File: config.mk
export PLATFORM = sky130hd
export DESIGN_NAME = alu_operand_stage_flat
export DESIGN_NICKNAME = d
export VERILOG_FILES = /design/src/rtl/alu_operand_stage_if.sv /design/src/rtl/alu_operand_stage.sv /design/src/flat_wrapper.sv
export SDC_FILE = /design/constraint.sdc
export NUM_CORES = 1
export LEC_CHECK = 0
export CORE_MARGIN = 10
export CORE_UTILIZATION = 52
export DETAILED_ROUTE_END_ITERATION = 7
export GPL_ROUTABILITY_DRIVEN = 0
export PLACE_DENSITY = 0.94
export SYNTH_ARGS = -nofsm -noshare
export SYNTH_HDL_FRONTEND = slang
export SYNTH_SLANG_ARGS = --single-unit
File: constraint.sdc
create_clock -name clk -period 6.87 [get_ports clk]
set_clock_uncertainty 0.15 [all_clocks]
set_input_delay 1.0305 -clock clk [delete_from_list [all_inputs] [get_ports clk]]
set_output_delay 1.0305 -clock clk [all_outputs]
set_load 0.02 [all_outputs]
File: src/rtl/alu_operand_stage_if.sv
// ---------------------------------------------------------------------------
// alu_operand_stage_if
// Groups the operand-stage handshake signals. The upstream side carries one
// x operand, two candidate y operands with a select bit and the ALU control
// bundle. The downstream side carries the resolved operand set to the ALU.
//
//   in_valid / in_ready        upstream valid/ready handshake
//   x, y_a, y_m, sel_m, ctrl   upstream operand set
//   out_valid / out_ready      downstream valid/ready handshake
//   out_x, out_y, out_ctrl     registered operand set presented to the ALU
//
// Modports:
//   slave  - the operand stage itself
//   master - the environment that feeds it and consumes its output
// ---------------------------------------------------------------------------
interface alu_operand_stage_if #(
    parameter int WIDTH  = 16,
    parameter int CTRL_W = 6
);
    logic              in_valid;
    logic              in_ready;
    logic [WIDTH-1:0]  x;
    logic [WIDTH-1:0]  y_a;
    logic [WIDTH-1:0]  y_m;
    logic              sel_m;
    logic [CTRL_W-1:0] ctrl;
    logic              out_valid;
    logic              out_ready;
    logic [WIDTH-1:0]  out_x;
    logic [WIDTH-1:0]  out_y;
    logic [CTRL_W-1:0] out_ctrl;

    modport slave (
        input  in_valid, x, y_a, y_m, sel_m, ctrl, out_ready,
        output in_ready, out_valid, out_x, out_y, out_ctrl
    );

    modport master (
        output in_valid, x, y_a, y_m, sel_m, ctrl, out_ready,
        input  in_ready, out_valid, out_x, out_y, out_ctrl
    );
endinterface

File: src/rtl/alu_operand_stage.sv
// ---------------------------------------------------------------------------
// alu_operand_stage
// Registered operand stage in front of the ALU. Each accepted set has its y
// operand resolved (sel_m ? y_m : y_a) at acceptance, so only the selected
// value is stored. A main entry drives the outputs and a skid entry absorbs
// one extra set when the ALU stalls, so in_ready and out_valid can both be
// decoded purely from the state register.
//
// Ports:
//   clk  - single clock, rising edge
//   rst  - synchronous, active-high reset
//   bus  - alu_operand_stage_if.slave (handshakes and operand data)
//
// Parameters:
//   WIDTH  - operand width
//   CTRL_W - ALU control width, {zx, nx, zy, ny, f, no} MSB to LSB
// ---------------------------------------------------------------------------
module alu_operand_stage #(
    parameter int WIDTH  = 16,
    parameter int CTRL_W = 6
) (
    input  logic                  clk,
    input  logic                  rst,
    alu_operand_stage_if.slave    bus
);

    typedef enum logic [1:0] {
        ST_EMPTY = 2'd0,
        ST_ONE   = 2'd1,
        ST_FULL  = 2'd2
    } state_t;

    state_t state_reg;
    state_t state_next;

    logic [WIDTH-1:0]  main_x_reg;
    logic [WIDTH-1:0]  main_y_reg;
    logic [CTRL_W-1:0] main_ctrl_reg;
    logic [WIDTH-1:0]  skid_x_reg;
    logic [WIDTH-1:0]  skid_y_reg;
    logic [CTRL_W-1:0] skid_ctrl_reg;

    logic             in_ready_int;
    logic             out_valid_int;
    logic             in_fire;
    logic             out_fire;
    logic [WIDTH-1:0] y_sel;

    // Load strobes decoded alongside the outputs.
    logic load_main_from_in;
    logic load_main_from_skid;
    logic load_skid;

    assign in_fire  = bus.in_valid & in_ready_int;
    assign out_fire = out_valid_int & bus.out_ready;
    assign y_sel    = bus.sel_m ? bus.y_m : bus.y_a;

    // ---------------- state register ----------------
    always_ff @(posedge clk) begin
        if (rst) begin
            state_reg <= ST_EMPTY;
        end else begin
            state_reg <= state_next;
        end
    end

    // ---------------- next-state logic ----------------
    always_comb begin
        state_next = state_reg;
        case (state_reg)
            ST_EMPTY: begin
                if (in_fire) state_next = ST_ONE;
            end
            ST_ONE: begin
                if (in_fire && !out_fire)      state_next = ST_FULL;
                else if (!in_fire && out_fire) state_next = ST_EMPTY;
            end
            ST_FULL: begin
                if (out_fire) state_next = ST_ONE;
            end
            default: state_next = ST_EMPTY;
        endcase
    end

    // ---------------- output / strobe decode ----------------
    always_comb begin
        in_ready_int        = 1'b0;
        out_valid_int       = 1'b0;
        load_main_from_in   = 1'b0;
        load_main_from_skid = 1'b0;
        load_skid           = 1'b0;
        case (state_reg)
            ST_EMPTY: begin
                in_ready_int      = 1'b1;
                load_main_from_in = bus.in_valid;
            end
            ST_ONE: begin
                in_ready_int      = 1'b1;
                out_valid_int     = 1'b1;
                // Simultaneous fire replaces main directly; never via EMPTY.
                load_main_from_in = bus.in_valid & bus.out_ready;
                load_skid         = bus.in_valid & ~bus.out_ready;
            end
            ST_FULL: begin
                out_valid_int       = 1'b1;
                load_main_from_skid = bus.out_ready;
            end
            default: begin
                in_ready_int  = 1'b0;
                out_valid_int = 1'b0;
            end
        endcase
    end

    // ---------------- data storage ----------------
    always_ff @(posedge clk) begin
        if (rst) begin
            main_x_reg    <= '0;
            main_y_reg    <= '0;
            main_ctrl_reg <= '0;
            skid_x_reg    <= '0;
            skid_y_reg    <= '0;
            skid_ctrl_reg <= '0;
        end else begin
            if (load_main_from_in) begin
                main_x_reg    <= bus.x;
                main_y_reg    <= y_sel;
                main_ctrl_reg <= bus.ctrl;
            end else if (load_main_from_skid) begin
                main_x_reg    <= skid_x_reg;
                main_y_reg    <= skid_y_reg;
                main_ctrl_reg <= skid_ctrl_reg;
            end
            if (load_skid) begin
                skid_x_reg    <= bus.x;
                skid_y_reg    <= y_sel;
                skid_ctrl_reg <= bus.ctrl;
            end
        end
    end

    assign bus.in_ready  = in_ready_int;
    assign bus.out_valid = out_valid_int;
    assign bus.out_x     = main_x_reg;
    assign bus.out_y     = main_y_reg;
    assign bus.out_ctrl  = main_ctrl_reg;

endmodule
File: src/flat_wrapper.sv
// flat-port wrapper written by rule: the top's interface ports become plain ports
module alu_operand_stage_flat 
#(
    parameter int WIDTH  = 16,
    parameter int CTRL_W = 6
)
  (clk, rst, bus_in_valid, bus_x, bus_y_a, bus_y_m, bus_sel_m, bus_ctrl, bus_out_ready, bus_in_ready, bus_out_valid, bus_out_x, bus_out_y, bus_out_ctrl);
  alu_operand_stage_if #(.WIDTH(WIDTH), .CTRL_W(CTRL_W)) bus_i ();
  input  logic clk;
  input  logic rst;
  input wire logic [$bits(bus_i.in_valid)-1:0] bus_in_valid;
  input wire logic [$bits(bus_i.x)-1:0] bus_x;
  input wire logic [$bits(bus_i.y_a)-1:0] bus_y_a;
  input wire logic [$bits(bus_i.y_m)-1:0] bus_y_m;
  input wire logic [$bits(bus_i.sel_m)-1:0] bus_sel_m;
  input wire logic [$bits(bus_i.ctrl)-1:0] bus_ctrl;
  input wire logic [$bits(bus_i.out_ready)-1:0] bus_out_ready;
  output wire logic [$bits(bus_i.in_ready)-1:0] bus_in_ready;
  output wire logic [$bits(bus_i.out_valid)-1:0] bus_out_valid;
  output wire logic [$bits(bus_i.out_x)-1:0] bus_out_x;
  output wire logic [$bits(bus_i.out_y)-1:0] bus_out_y;
  output wire logic [$bits(bus_i.out_ctrl)-1:0] bus_out_ctrl;
  assign bus_i.in_valid = bus_in_valid;
  assign bus_i.x = bus_x;
  assign bus_i.y_a = bus_y_a;
  assign bus_i.y_m = bus_y_m;
  assign bus_i.sel_m = bus_sel_m;
  assign bus_i.ctrl = bus_ctrl;
  assign bus_i.out_ready = bus_out_ready;
  assign bus_in_ready = bus_i.in_ready;
  assign bus_out_valid = bus_i.out_valid;
  assign bus_out_x = bus_i.out_x;
  assign bus_out_y = bus_i.out_y;
  assign bus_out_ctrl = bus_i.out_ctrl;
  alu_operand_stage #(.WIDTH(WIDTH), .CTRL_W(CTRL_W)) u_core (.clk(clk), .rst(rst), .bus(bus_i));
endmodule
Word level (Yosys, flattened, before mapping):

Cells that the tools add are included.

* add/sub/neg operators: 0
* multiply operators: 0
* divide/modulo/power cells: 0
* $lt $le $gt $ge: 0
* eq/ne operators: 5
* shift-type cells: 0
* mux-type cells: 17
* bitwise logic cells: 5
* reduce and logical (&&, ||, !) cells: 9

Operator list (count)
* 2-to-1 mux 16 bit: 5
* 2-to-1 mux 6 bit: 2
* 2-to-1 mux 2 bit: 4
* one-hot mux 2 bit (3 select lines): 1
* AND 1 bit: 4
* 2-to-1 mux 1 bit: 4
* inequality test 2 x 1 -> 1 bit, second input constant: 2
* OR reduction 2 bit: 2
* inequality test 3 x 1 -> 1 bit, second input constant: 1
* AND reduction 3 bit: 1
* equality test 2 x 1 -> 1 bit, second input constant: 1
* equality test 2 bit, second input constant: 1
* logical AND 1 bit: 2
* logical NOT 1 bit: 2
* logical NOT 2 bit: 1
* one-hot mux 1 bit (2 select lines): 1
* nonzero test 2 bit: 1
* inverter 1 bit: 1

* register bits: 78
* bits in latches: 0
* bits in writable memories: 0
* bits in read-only memories: 0
* output and inout bits: 40
* logic and storage cells: 43
* memories: 0

Logic depth before layout (Yosys ltp):

* depth in word-level cells: 9
* gate-level depth with buffers: 8
* depth with buffers taken out: 8

Least setup slack after synthesis:

No wires, ideal clock.

* kind: in2reg
* start: in bus_in_valid
* end: reg u_core.state_reg[1]
* setup time: 70 ps
* arrival time: 2680 ps
* slack: 3970 ps
* stages on the path: 8
* buffers on the path: 3
* path through: buf_2 > buf_2 > buf_2 > and2_1 > ha_1 > and2_1 > or4_1 > a21oi_1

* longest elaborated chain between the ends: 5

RTL lines
* start, declared: line flat_wrapper.sv:11 `input wire logic [$bits(bus_i.in_valid)-1:0] bus_in_valid;`
* AND 1 bit (*): line alu_operand_stage.sv:54 `assign in_fire = bus.in_valid & in_ready_int;`
* logical NOT 1 bit: line alu_operand_stage.sv:76 `else if (!in_fire && out_fire) state_next = ST_EMPTY;`
* logical AND 1 bit: line alu_operand_stage.sv:76
* inequality test 3 x 1 -> 1 bit (no line)
* AND reduction 3 bit (no line)
* end signal, assigned: line alu_operand_stage.sv:63 `state_reg <= state_next;`
* end, declared: line alu_operand_stage.sv:33 `state_t state_reg;`

Mark *: on every way between the ends. The rest lies on a longest branch, timed or not.
A chain may end at the register's enable or synchronous reset.

Final worst setup path:

* start: in bus_out_ready
* end: reg u_core.main_x_reg[7], in the netlist u_core.bus.out_x[7]

* longest elaborated chain between the ends: 3

RTL lines
* start, declared: line flat_wrapper.sv:17 `input wire logic [$bits(bus_i.out_ready)-1:0] bus_out_ready;`
* AND 1 bit: line alu_operand_stage.sv:101 `load_main_from_in = bus.in_valid & bus.out_ready;`
* one-hot mux 1 bit (2 select lines): line alu_operand_stage.sv:92 `case (state_reg)`
* 2-to-1 mux 16 bit or nonzero test 2 bit (tied branches)
* end signal, assigned: line alu_operand_stage.sv:126 `main_x_reg <= bus.x;`
* end signal, assigned: line alu_operand_stage.sv:130 `main_x_reg <= skid_x_reg;`
* end, declared: line alu_operand_stage.sv:36 `logic [WIDTH-1:0] main_x_reg;`

Several ways; a longest one is shown, not always the timed one.

==> metrics <==
Final Non-Filler Cells=547; first-pass GRT wire length=15700 um; Nets=530; CP delay by family, top=buffers and inverters; Least-Margin Pin Slew=1.31 ns; cts repair resizes=0; Fin. Hold Viols=0; Detail Route met3 WL=833 um; gr usage total=18.5%; die width=102 um; RSZ-0062 raised after global routing=false; fin crit share=54.7%; Via density=6.02; post-route cell area=4590 sq um; Worst Reg-to-Reg Cells=6; cts bufs inserted=9; CP max stage delay=1.34 ns; status=complete, no violations; CTS Sinks=78; DR pass1 iterations=5; Critical Path Fanout Max=44; VDD IR-drop max=0.193 mV; Min-Delay Path Depth=2; Fmax=266 MHz; Top Ports=99; Mapped Cells=398; Tmin final=3.76 ns; CP required=6.91 ns; Pins Over Slew Limit=0; placed cell area=4400 sq um; fill cell count=486; CTS root buffer=clkbuf_8; P per Cell Area=307 nW/um^2; dpl ws=2.86 ns; Synthesized Nets=462; total routed wirelength=9920 um; number of global-route vias before repair=3308; CTS Hold Buffers Added=0; library cells used by synthesis=25; largest net degree at the start of global routing=79; CP max-delay cell=clkdlybuf4s50_1; Post-Route Setup TNS=0 ns; CP Depth=5; Mapped Area=3540 sq um; Rows=29; worst path cell trace=clkdlybuf4s50_1 -> nand2_1 -> buf_4 -> a221oi_1 -> a211oi_1; CP Buf/Inv Count=2; Avg Cell Area, Syn=8.88 sq um; # diodes=0; full die area=10500 sq um; Worst Setup End Kind=flip-flop; vias=3291; GRT overflow=0; Synth Register Bits=78; Syn-to-layout area delta=29.7%; HP Class=reg -> reg; DRC=0; initial antenna violation count=0; Worst-path clk slew=0.07 ns; worst skew pair latency=0.34 ns; Die H=102 um; ratio of cells with drive above 1 in the final layout=4.47%; number of max-cap violations=0; relative slew slack=12.4%; CTS tree=yes; placed cell count=532; final HPWL from detailed placement=6530 um; top layer in use=met4; leakage power=1.84 nW; clk buf depth=2; Post-CTS Setup Bufs=0; H-tree levels=3; final-report setup violation count=0; Crit path arrival time=3.80 ns; PortBufs=98; Seq/Total Area, Yosys=44.2%; average wire per standard cell=18.1 um; PnR worst setup slack=3.11 ns; Initial Utilization=54.4%; CP Class=in -> reg; DR iter-0 viols=322; met1 WL=3920 um; Synth Warn #=0; Core Area=6490 sq um; Routed met2 length=5000 um; post-route ant nets=0; Worst setup SP type=input port
per-stage QoR:
stage	util, %	total power, mW	hold WS (ns)
after CTS	70.6	1.41	0.303
after detailed placement	67.7	1.10	0.293
after global placement	67.7	1.07	0.287
after global routing	70.6	1.48	0.314
final	70.6	1.41	0.305
after floorplan	-	0.906	0.282
logic make-up (layout without fill, tap and decap cells):
family / Yosys count / count (layout) / synth area share [%]
adders and majority gates: 5 / 5 / 1.77
DFF: 78 / 78 / 44.2
AOI/OAI and AO/OA: 121 / 121 / 25.3
muxes: 16 / 16 / 4.53
buffers and inverters: 68 / 140 / 9.02
and+or+nand+nor: 110 / 110 / 15.2
cell type report:
type | count | area (sq um) | share of cell area [%]
repair buffers | 101 | 993 | 21.7
inverters | 24 | 90.1 | 1.96
flip-flops and latches | 78 | 1560 | 34.1
well taps | 77 | 96.3 | 2.10
clock buffers | 15 | 186 | 4.07
multi-input cells | 252 | 1660 | 36.2
worst register-to-register path, stage by stage (launching register included):
cell and delay, ns:
dfxtp_1 0.35, inv_1 0.09, ha_1 1.02, nand2_1 0.57, buf_4 0.42, a221oi_1 0.31
a211oi_1 0.10
synth_stat cells:
| cell type | n | area, sq um |
|---|---|---|
| buf_6 | 3 | 33.8 |
| a21o_1 | 1 | 7.51 |
| buf_1 | 1 | 3.75 |
| and2_1 | 3 | 18.8 |
| a21boi_1 | 1 | 7.51 |
| inv_1 | 24 | 90.1 |
| a221oi_1 | 38 | 333 |
| nand2_1 | 47 | 176 |
| and3b_1 | 1 | 8.76 |
| nand3b_1 | 1 | 7.51 |
| a211oi_1 | 54 | 405 |
| o31ai_1 | 2 | 15.0 |
| ha_1 | 5 | 62.6 |
| dfxtp_1 | 78 | 1560 |
| nor2b_1 | 1 | 6.26 |
| nor2_1 | 16 | 60.1 |
| mux2i_1 | 16 | 160 |
| buf_2 | 15 | 75.1 |
| a21oi_1 | 24 | 120 |
| buf_4 | 6 | 45.0 |
| and3_1 | 38 | 238 |
| clkbuf_1 | 19 | 71.3 |
| or4_1 | 2 | 15.0 |
| o21bai_1 | 1 | 7.51 |
| or2_2 | 1 | 6.26 |
cells in the final DEF, fill, tap and decap left out:
| cell | n |
|---|---|
| clkdlybuf4s50_1 | 96 |
| dfxtp_1 | 78 |
| a211oi_1 | 54 |
| nand2_1 | 47 |
| and3_1 | 38 |
| a221oi_1 | 38 |
| inv_1 | 24 |
| a21oi_1 | 24 |
| mux2i_1 | 16 |
| nor2_1 | 16 |
| clkbuf_8 | 13 |
| ha_1 | 5 |
| buf_4 | 3 |
| and2_1 | 2 |
| o31ai_1 | 2 |
| or4_1 | 2 |
| clkbuf_1 | 2 |
| buf_2 | 2 |
| or2_2 | 1 |
| and3b_2 | 1 |
| a21boi_1 | 1 |
| nor2b_1 | 1 |
| o21bai_1 | 1 |
| a21o_1 | 1 |
| and2_2 | 1 |
| nand3b_1 | 1 |
metal layers:
layer	vias up	GRT usage [%]
met5	-	0
met4	0	7.16
met3	14	5.94
met2	141	31.9
met1	1546	20.8
li1	1590	-
final timing paths:
check                                           start                    end  slack, ns
worst max-delay path                    bus_out_ready    u_core.bus.out_x[7]       3.11
worst min-delay path            u_core.skid_x_reg[14]  u_core.skid_x_reg[14]       0.31
worst max register to register    u_core.state_reg[0]    u_core.bus.out_x[7]       3.72
worst min register to register  u_core.skid_x_reg[14]  u_core.skid_x_reg[14]       0.31
power by group:
part / internal, mW / switching [mW] / total (mW) / leakage [nW]
clock network: 0.169 / 0.151 / 0.320 / 0.0958
logic: 0.236 / 0.282 / 0.518 / 1.10
registers: 0.526 / 0.0433 / 0.570 / 0.640
total: 0.932 / 0.476 / 1.41 / 1.84
No activity file was read; power rests on OpenSTA's default activity.
